`src/rtl/fifo_pkg.sv`:
```
// Shared constants and parameter helpers for the single-clock parametrised FIFO.
// The legality helpers are evaluated at elaboration time by the FIFO top.
package fifo_pkg;

  localparam int DEF_WIDTH = 8;
  localparam int DEF_DEPTH = 16;

  // Occupancy needs one extra bit so that a full FIFO (count == DEPTH) is representable.
  function automatic int count_width(input int depth);
    return $clog2(depth) + 1;
  endfunction

  function automatic bit depth_legal(input int depth);
    return (depth >= 2) && ((depth & (depth - 1)) == 0);
  endfunction

  function automatic bit thresh_legal(input int depth, input int af, input int ae);
    return (af >= 1) && (af <= depth) && (ae >= 0) && (ae <= depth - 1);
  endfunction

endpackage

```
`src/rtl/fifo_mem.sv`:
```
// DEPTH x WIDTH simple dual-port storage: synchronous write, registered read with enable.
// The storage array is intentionally not reset; only the read register is.
module fifo_mem
  import fifo_pkg::*;
#(
  parameter int WIDTH = DEF_WIDTH,
  parameter int DEPTH = DEF_DEPTH,
  parameter int AW    = $clog2(DEPTH)
) (
  input  logic             clk_i,
  input  logic             rst_i,
  input  logic             wr_en,
  input  logic [AW-1:0]    wr_addr,
  input  logic [WIDTH-1:0] wr_data,
  input  logic             rd_en,
  input  logic [AW-1:0]    rd_addr,
  output logic [WIDTH-1:0] rd_data
);

  logic [WIDTH-1:0] mem_r [DEPTH];
  logic [WIDTH-1:0] rd_data_r;

  // Storage write port.
  always_ff @(posedge clk_i) begin
    if (wr_en) begin
      mem_r[wr_addr] <= wr_data;
    end
  end

  // Read register; a same-address write in this cycle is not bypassed, the old word is returned.
  always_ff @(posedge clk_i or negedge rst_i) begin
    if (!rst_i) begin
      rd_data_r <= {WIDTH{1'b0}};
    end else if (rd_en) begin
      rd_data_r <= mem_r[rd_addr];
    end
  end

  assign rd_data = rd_data_r;

endmodule

```
`src/rtl/fifo_sync_param.sv`:
```
// Single-clock parametrised FIFO: pointers, occupancy, threshold flags and sticky errors.
// All status outputs are registered from the next-state occupancy so they track the causing edge.
module fifo_sync_param
  import fifo_pkg::*;
#(
  parameter int WIDTH     = DEF_WIDTH,
  parameter int DEPTH     = DEF_DEPTH,
  parameter int AF_THRESH = DEPTH - 2,
  parameter int AE_THRESH = 2
) (
  input  logic                   clk_i,
  input  logic                   rst_i,
  input  logic                   wr_enable_i,
  input  logic [WIDTH-1:0]       wr_data_i,
  input  logic                   rd_enable_i,
  input  logic                   err_clr_i,
  output logic [WIDTH-1:0]       rd_data_o,
  output logic                   full_o,
  output logic                   empty_o,
  output logic                   almost_full_o,
  output logic                   almost_empty_o,
  output logic [$clog2(DEPTH):0] count_o,
  output logic                   overflow_o,
  output logic                   underflow_o,
  output logic                   error_o
);

  localparam int AW = $clog2(DEPTH);
  localparam int CW = count_width(DEPTH);

  if (!depth_legal(DEPTH)) begin : g_bad_depth
    $error("fifo_sync_param: DEPTH must be a power of two and at least 2");
  end
  if (!thresh_legal(DEPTH, AF_THRESH, AE_THRESH)) begin : g_bad_thresh
    $error("fifo_sync_param: AF_THRESH must be 1..DEPTH and AE_THRESH 0..DEPTH-1");
  end

  logic [AW-1:0] wr_ptr_r, rd_ptr_r;
  logic [CW-1:0] count_r, count_nxt_s;
  logic          full_r, empty_r, afull_r, aempty_r;
  logic          ovf_r, unf_r, err_r;
  logic          rd_acc_s, wr_acc_s, ovf_nxt_s, unf_nxt_s;

  // Accept decisions and next-state occupancy / sticky flags.
  always_comb begin
    rd_acc_s    = rd_enable_i & ~empty_r;
    wr_acc_s    = wr_enable_i & (~full_r | rd_acc_s);
    count_nxt_s = count_r + CW'(wr_acc_s) - CW'(rd_acc_s);
    if (wr_enable_i & ~wr_acc_s) begin
      ovf_nxt_s = 1'b1;
    end else if (err_clr_i) begin
      ovf_nxt_s = 1'b0;
    end else begin
      ovf_nxt_s = ovf_r;
    end
    if (rd_enable_i & ~rd_acc_s) begin
      unf_nxt_s = 1'b1;
    end else if (err_clr_i) begin
      unf_nxt_s = 1'b0;
    end else begin
      unf_nxt_s = unf_r;
    end
  end

  // Pointer, occupancy and status registers.
  always_ff @(posedge clk_i or negedge rst_i) begin
    if (!rst_i) begin
      wr_ptr_r <= {AW{1'b0}};
      rd_ptr_r <= {AW{1'b0}};
      count_r  <= {CW{1'b0}};
      full_r   <= 1'b0;
      empty_r  <= 1'b1;
      afull_r  <= 1'b0;
      aempty_r <= 1'b1;
      ovf_r    <= 1'b0;
      unf_r    <= 1'b0;
      err_r    <= 1'b0;
    end else begin
      if (wr_acc_s) begin
        wr_ptr_r <= wr_ptr_r + AW'(1'b1);
      end
      if (rd_acc_s) begin
        rd_ptr_r <= rd_ptr_r + AW'(1'b1);
      end
      count_r  <= count_nxt_s;
      full_r   <= (count_nxt_s == CW'(DEPTH));
      empty_r  <= (count_nxt_s == {CW{1'b0}});
      afull_r  <= (count_nxt_s >= CW'(AF_THRESH));
      aempty_r <= (count_nxt_s <= CW'(AE_THRESH));
      ovf_r    <= ovf_nxt_s;
      unf_r    <= unf_nxt_s;
      err_r    <= ovf_nxt_s | unf_nxt_s;
    end
  end

  fifo_mem #(
    .WIDTH (WIDTH),
    .DEPTH (DEPTH),
    .AW    (AW)
  ) u_mem (
    .clk_i   (clk_i),
    .rst_i   (rst_i),
    .wr_en   (wr_acc_s),
    .wr_addr (wr_ptr_r),
    .wr_data (wr_data_i),
    .rd_en   (rd_acc_s),
    .rd_addr (rd_ptr_r),
    .rd_data (rd_data_o)
  );

  assign full_o         = full_r;
  assign empty_o        = empty_r;
  assign almost_full_o  = afull_r;
  assign almost_empty_o = aempty_r;
  assign count_o        = count_r;
  assign overflow_o     = ovf_r;
  assign underflow_o    = unf_r;
  assign error_o        = err_r;

endmodule

```
`config.mk`:
```
export PLATFORM = sky130hd
export DESIGN_NAME = fifo_sync_param
export DESIGN_NICKNAME = d
export VERILOG_FILES = /design/src/rtl/fifo_pkg.sv /design/src/rtl/fifo_mem.sv /design/src/rtl/fifo_sync_param.sv
export SDC_FILE = /design/constraint.sdc
export NUM_CORES = 1
export LEC_CHECK = 0
export ABC_CLOCK_PERIOD_IN_PS = 6900
export CAP_MARGIN = 20
export CORE_MARGIN = 3
export CORE_UTILIZATION = 40
export CTS_CLUSTER_DIAMETER = 120
export DETAILED_ROUTE_END_ITERATION = 6
export HOLD_SLACK_MARGIN = 0.1
export PLACE_DENSITY_LB_ADDON = 0.05
export SETUP_SLACK_MARGIN = 0.4
export SLEW_MARGIN = 20
export SYNTH_ARGS = -nofsm -noshare
export SYNTH_HDL_FRONTEND = slang
export SYNTH_SLANG_ARGS = --single-unit
```
`constraint.sdc`:
```
create_clock -name clk_i -period 6.9 [get_ports clk_i]
set_input_delay 1.38 -clock clk_i [delete_from_list [all_inputs] [get_ports clk_i]]
set_output_delay 1.38 -clock clk_i [all_outputs]
set_load 0.03 [all_outputs]
```
# == Word-level counts from Yosys, hierarchy flattened ==
# Memory sizes are Yosys's and may differ from the RTL's. A register that Yosys moved wholly into a read port is not among the register bits.
# Cells that the tools add are included.
# totals
register_bits,20
latchBits,0
ram_bits,128
rom_bits,0
in_bits,13
out_inout_bits,20
wordCells,36
mem_count,1
# op_classes
n_addsub,4
n_mul,0
n_div,0
n_lt_le_gt_ge,2
n_eq_ne,1
n_shift,0
n_mux,6
bitwise,10
reduce_logical,2
# mem_list
name,depth,word_bits,read_ports,rd_ports_with_merged_regs,write_ports,line,source
u_mem.mem_r,16,8,1,1,1,fifo_mem.sv:20,logic [WIDTH-1:0] mem_r [DEPTH];
# ops
operator,count
$add 4x1->4 const B,2
$mux 1,6
$add 5x1->5,1
$eq 5x5->1 const B,1
$ge 5x4->1 const B,1
$le 5x2->1 const B,1
$logic_not 5->1,1
$sub 5x1->5,1
$and 1x1->1,4
$not 1->1,4
$or 1x1->1,2
$logic_not 1->1,1

# == Depth between registers and ports, before layout ==
# depth
depth_word,8
mapped_depth,11

# == Hierarchy ==
# A second synthesis with hierarchy kept.
# unflattened
hier_cells,321
area_unflattened_um2,6289.8
# by_module_without_submodules
mod,n_inst,cells_each,area_each_um2,seq_area_each_um2
fifo_mem,1,240,5331.4,4043.9
fifo_sync_param,1,81,958.4,503.0

# == Least setup slack after synthesis ==
# Ideal clock, no wire load.
# synth_timing
kind,in2reg
startpoint,input port rd_enable_i
endpoint,"register aempty_r, in the netlist almost_empty_o"
setup_time_ns,0.105
arrival_time_ns,3.496
t_required_ns,6.795
slack_ns,3.299
stages,11
n_path_buf,0
cell_sequence,nand2b_1 a21boi_2 inv_1 ha_1 inv_1 ha_1 fa_1 a21o_1 a21oi_2 xnor2_2 a2111oi_2
# synth_via
elab_chain_len,6
# synth_rtl
element,line,source
start: declaration,fifo_sync_param.sv:15,"input logic rd_enable_i,"
$and 1x1->1 (*),fifo_sync_param.sv:46,rd_acc_s = rd_enable_i & ~empty_r;
$or 1x1->1,fifo_sync_param.sv:47,wr_acc_s = wr_enable_i & (~full_r | rd_acc_s);
$and 1x1->1,fifo_sync_param.sv:47,
$add 5x1->5,fifo_sync_param.sv:48,count_nxt_s = count_r + CW'(wr_acc_s) - CW'(rd_acc_s);
$sub 5x1->5 (*),fifo_sync_param.sv:48,
net count_nxt_s[4],fifo_sync_param.sv:39,"logic [CW-1:0] count_r, count_nxt_s;"
$le 5x2->1 (*),fifo_sync_param.sv:89,aempty_r <= (count_nxt_s <= CW'(AE_THRESH));
end signal: assignment,fifo_sync_param.sv:89,
end: declaration,fifo_sync_param.sv:40,"logic full_r, empty_r, afull_r, aempty_r;"
# Mark *: on every way through the listed nets, which the timed path passes. The rest lies on a longest branch.
# A chain may end at the register's enable or synchronous reset.

# == Worst setup path in the final report ==
# Ends and elaborated chain as after synthesis.

==> impl_metrics.toml <==
[clocking]
htree_levels = 4
clk_pin_slew_ps = 60
cts_tree = "done"
cts_made_buffers = 17
clk_latency_ps = 420
cts_num_sinks = 156
cts-resized-gates = 0
cts_root_buf = "clkbuf_16"
ctsHoldBuffers = 0
cts_setup_buffers = 0
clockBufferDepth = 2

[layout]
stdcell_count = 668
area_growth_syn_to_layout_pct = 18.96
fillers = 1314
antenna_cells = 0
final_util = 0.4898
stdcell_area_um2 = 7473
multiInputGateArea_um2 = 1585
final-seq-area_um2 = 4551
nets = 468
layout-drive-gt1-share = 0.1050

[power]
vdd_drop_max_uv = 191.5
p_seq_frac = 0.385
power_mw = 3.450
clkPwrFrac = 0.294
power.leakage_nw = 2.699
pwr-share-comb = 0.321
switching_share = 0.3351
pwr_density_cell_nw_per_um2 = 461.6
internal_power_mw = 2.294
p_switching_mw = 1.156

[place]
io_buffers = 32
post-place-ws_ps = 2205
placed_cells = 636
gp_congestion = 0.7563
dp_hpwl_um = 8592
post_dp_cell_area_um2 = 6822

[sta]
timing.slew.headroom = 0.4040
hold_slack_ps = 476.7
finalCritPeriodShare = 0.6141
setup_viol = 0
period_needed_ps = 4237
fin_skew_ps = 7.574
slew_viol_final = 0
fmax_ghz = 0.2360
rsz0062_at_grt = "no"
layout_setup_ws_ps = 2663
hold_viol = 0
finalSetupTns_ps = 0
worst_slew_pin_slew_ps = 890.0

[setup_path]
worst_path_largest_cell_delay_ps = 510
cp-start-kind = "primary input"
crit_chain = "clkdlybuf4s50_1, nand2b_1, a21boi_2, inv_1, ha_1, inv_1, ha_1, fa_1, a21o_1, a21oi_2, xnor2_2, a2111oi_2"
worstPathMaxFanout = 13
crit_slowest_cell = "clkdlybuf4s50_1"
worstPathArrival_ps = 4550
cp-end-kind = "register"
worstPathRequired_ps = 7210
crit_type = "primary input to register"

[synthesis]
postSynthCellCount = 404
yosysSeqAreaShare = 0.7238
muxShareOfSynthArea = 0.1020
synth-edff-count = 128
synth_xor_area_frac = 0.01633
synth-seq-cells = 156
syn-num-nets = 428
syn-mean-instance-area_um2 = 15.55
synth_ff_type = "edfxtp_1"
synthSimpleGateAreaFrac = 0.06612
yosysWarningCount = 0
synth-async-reset-ratio = 0.1795
synth_cell_types = 37
synth-compound-area-share = 0.04441
synthAdderAreaFrac = 0.02310
synth_top_family_by_area = "multiplexers"
netlist_area_um2 = 6282

[die]
core_area_um2 = 15260
die_h_um = 131.3
start_util = 0.4117
dieArea_um2 = 17240
rows = 45
boundaryPins = 33
die_width_um = 131.3

[hold_path]
hp-class = "register to register"

[grt]
grt_usage = 0.1660
grt_max_degree = 35
grt_overflow = 0
grt_pass1_wl_um = 21030
grt_pass1_vias = 3428
antenna_found_initial = 0

[detailed_routing]
via_per_inst = 4.958
first_pass_iters = 4
drc = 0
wire_per_inst_um = 20.27
vias = 3312
ant_nets = 0
drt-total-wl_um = 13540
drt_iter0_drc = 203

[outcome]
status = "finished, final reports clean"

[run]
cap_viol_max_count = 0
==> cells in the final DEF (no fill, tap or decap), types with 2 or more instances in the layout <==
master | netlist | layout
a21oi_1 | 17 | 17
clkinvlp_4 | 0 | 3
clkbuf_16 | 0 | 17
bufinv_16 | 0 | 5
mux2i_1 | 64 | 64
xnor2_2 | 2 | 2
xnor2_1 | 7 | 7
clkinv_2 | 0 | 2
nand2_1 | 35 | 35
nand3_1 | 26 | 26
a21o_1 | 2 | 2
nor3_1 | 5 | 5
nand2b_1 | 3 | 3
nor2_1 | 13 | 13
clkbuf_1 | 5 | 2
ha_1 | 10 | 10
edfxtp_1 | 128 | 128
dfrtp_1 | 26 | 25
dfstp_2 | 2 | 2
buf_4 | 2 | 8
o21ai_0 | 2 | 2
clkdlybuf4s50_1 | 0 | 32
clkbuf_8 | 0 | 2
inv_1 | 11 | 11
a22oi_1 | 16 | 16
==> synth_stat cells, types with 2 or more instances <==
master | count | area [µm²]
dfrtp_1 | 26 | 650.6
nand2_1 | 35 | 131.4
clkbuf_1 | 5 | 18.77
nand3_1 | 26 | 130.1
xnor2_1 | 7 | 61.31
nor2_1 | 13 | 48.80
mux2i_1 | 64 | 640.6
edfxtp_1 | 128 | 3844
ha_1 | 10 | 125.1
dfstp_2 | 2 | 52.55
o21ai_0 | 2 | 10.01
inv_1 | 11 | 41.29
a22oi_1 | 16 | 120.1
nor2b_1 | 2 | 12.51
a21o_1 | 2 | 15.01
nor3_1 | 5 | 25.02
a21oi_1 | 17 | 85.08
buf_2 | 8 | 40.04
buf_6 | 3 | 33.78
buf_4 | 2 | 15.01
nand2b_1 | 3 | 18.77
xnor2_2 | 2 | 32.53
==> final cells by class <==
type,count,area share
clock inverter,11,0.02562
inverter,11,0.005525
timing repair buffer,40,0.05090
tap,211,0.03533
clock buffer,21,0.06161
sequential,156,0.6089
multi-input combinational,218,0.2121
==> logic make-up (layout without fill, tap and decap cells) <==
kind of cell | after synthesis | in the layout
DFF | 156 | 156
and+or+nand+nor | 91 | 91
muxes | 64 | 64
AOI/OAI and AO/OA | 42 | 42
buffers and inverters | 30 | 83
adders and majority gates | 11 | 11
xor gates and xnor gates | 10 | 10
==> flip-flops by register name, summed over array words and instances, names as in the netlist <==
register / count
u_mem.mem_r: 128
u_mem.rd_data: 8
count_o: 5
rd_ptr_r: 4
wr_ptr_r: 4
almost_empty_o: 1
almost_full_o: 1
empty_o: 1
error_o: 1
full_o: 1
overflow_o: 1
underflow_o: 1
==> routing by layer <==
layer	vias to the layer above	wire [µm]	track usage
li1	1587	-	-
met1	1652	6945	0.2449
met2	59	5886	0.2382
met3	14	520	0.04594
met4	0	190	0.05601
met5	-	0	0
==> worst paths after layout <==
check                      slack, ps                            to                    startpoint  cells past startpoint
setup / recovery                2660      almost_empty_o$_DFF_PN1_                   rd_enable_i                     12
min in group asynchronous       1350          count_o[1]$_DFF_PN0_                         rst_i                      2
hold reg to reg                  480  u_mem.rd_data[7]$_DFFE_PN0P_  u_mem.rd_data[7]$_DFFE_PN0P_                      2
setup reg to reg                3690      almost_empty_o$_DFF_PN1_             empty_o$_DFF_PN1_                     11
hold / removal                   480  u_mem.rd_data[7]$_DFFE_PN0P_  u_mem.rd_data[7]$_DFFE_PN0P_                      2
max in group asynchronous       5230       rd_ptr_r[1]$_DFFE_PN0P_                         rst_i                      2
==> critical path, delay by kind of cell <==
family,cells,cell delay [ps]
buffers and inverters,3,640
AND/OR/NAND/NOR,1,310
AO/OA/AOI/OAI,4,1200
XOR/XNOR,1,130
adder cells (fa/ha/maj),3,890
==> power groups by stage <==
stage               Sequential, mW  Clock [mW]  Combinational [mW]
finish                        1.33        1.01                1.11
CTS                           1.33        1.03                1.13
global route                  1.35        1.08                1.22
floorplan                     1.38           0               0.723
global placement              1.35           0                1.11
detailed placement            1.35           0                1.12
Note: power is estimated with default switching activity, not from simulation.
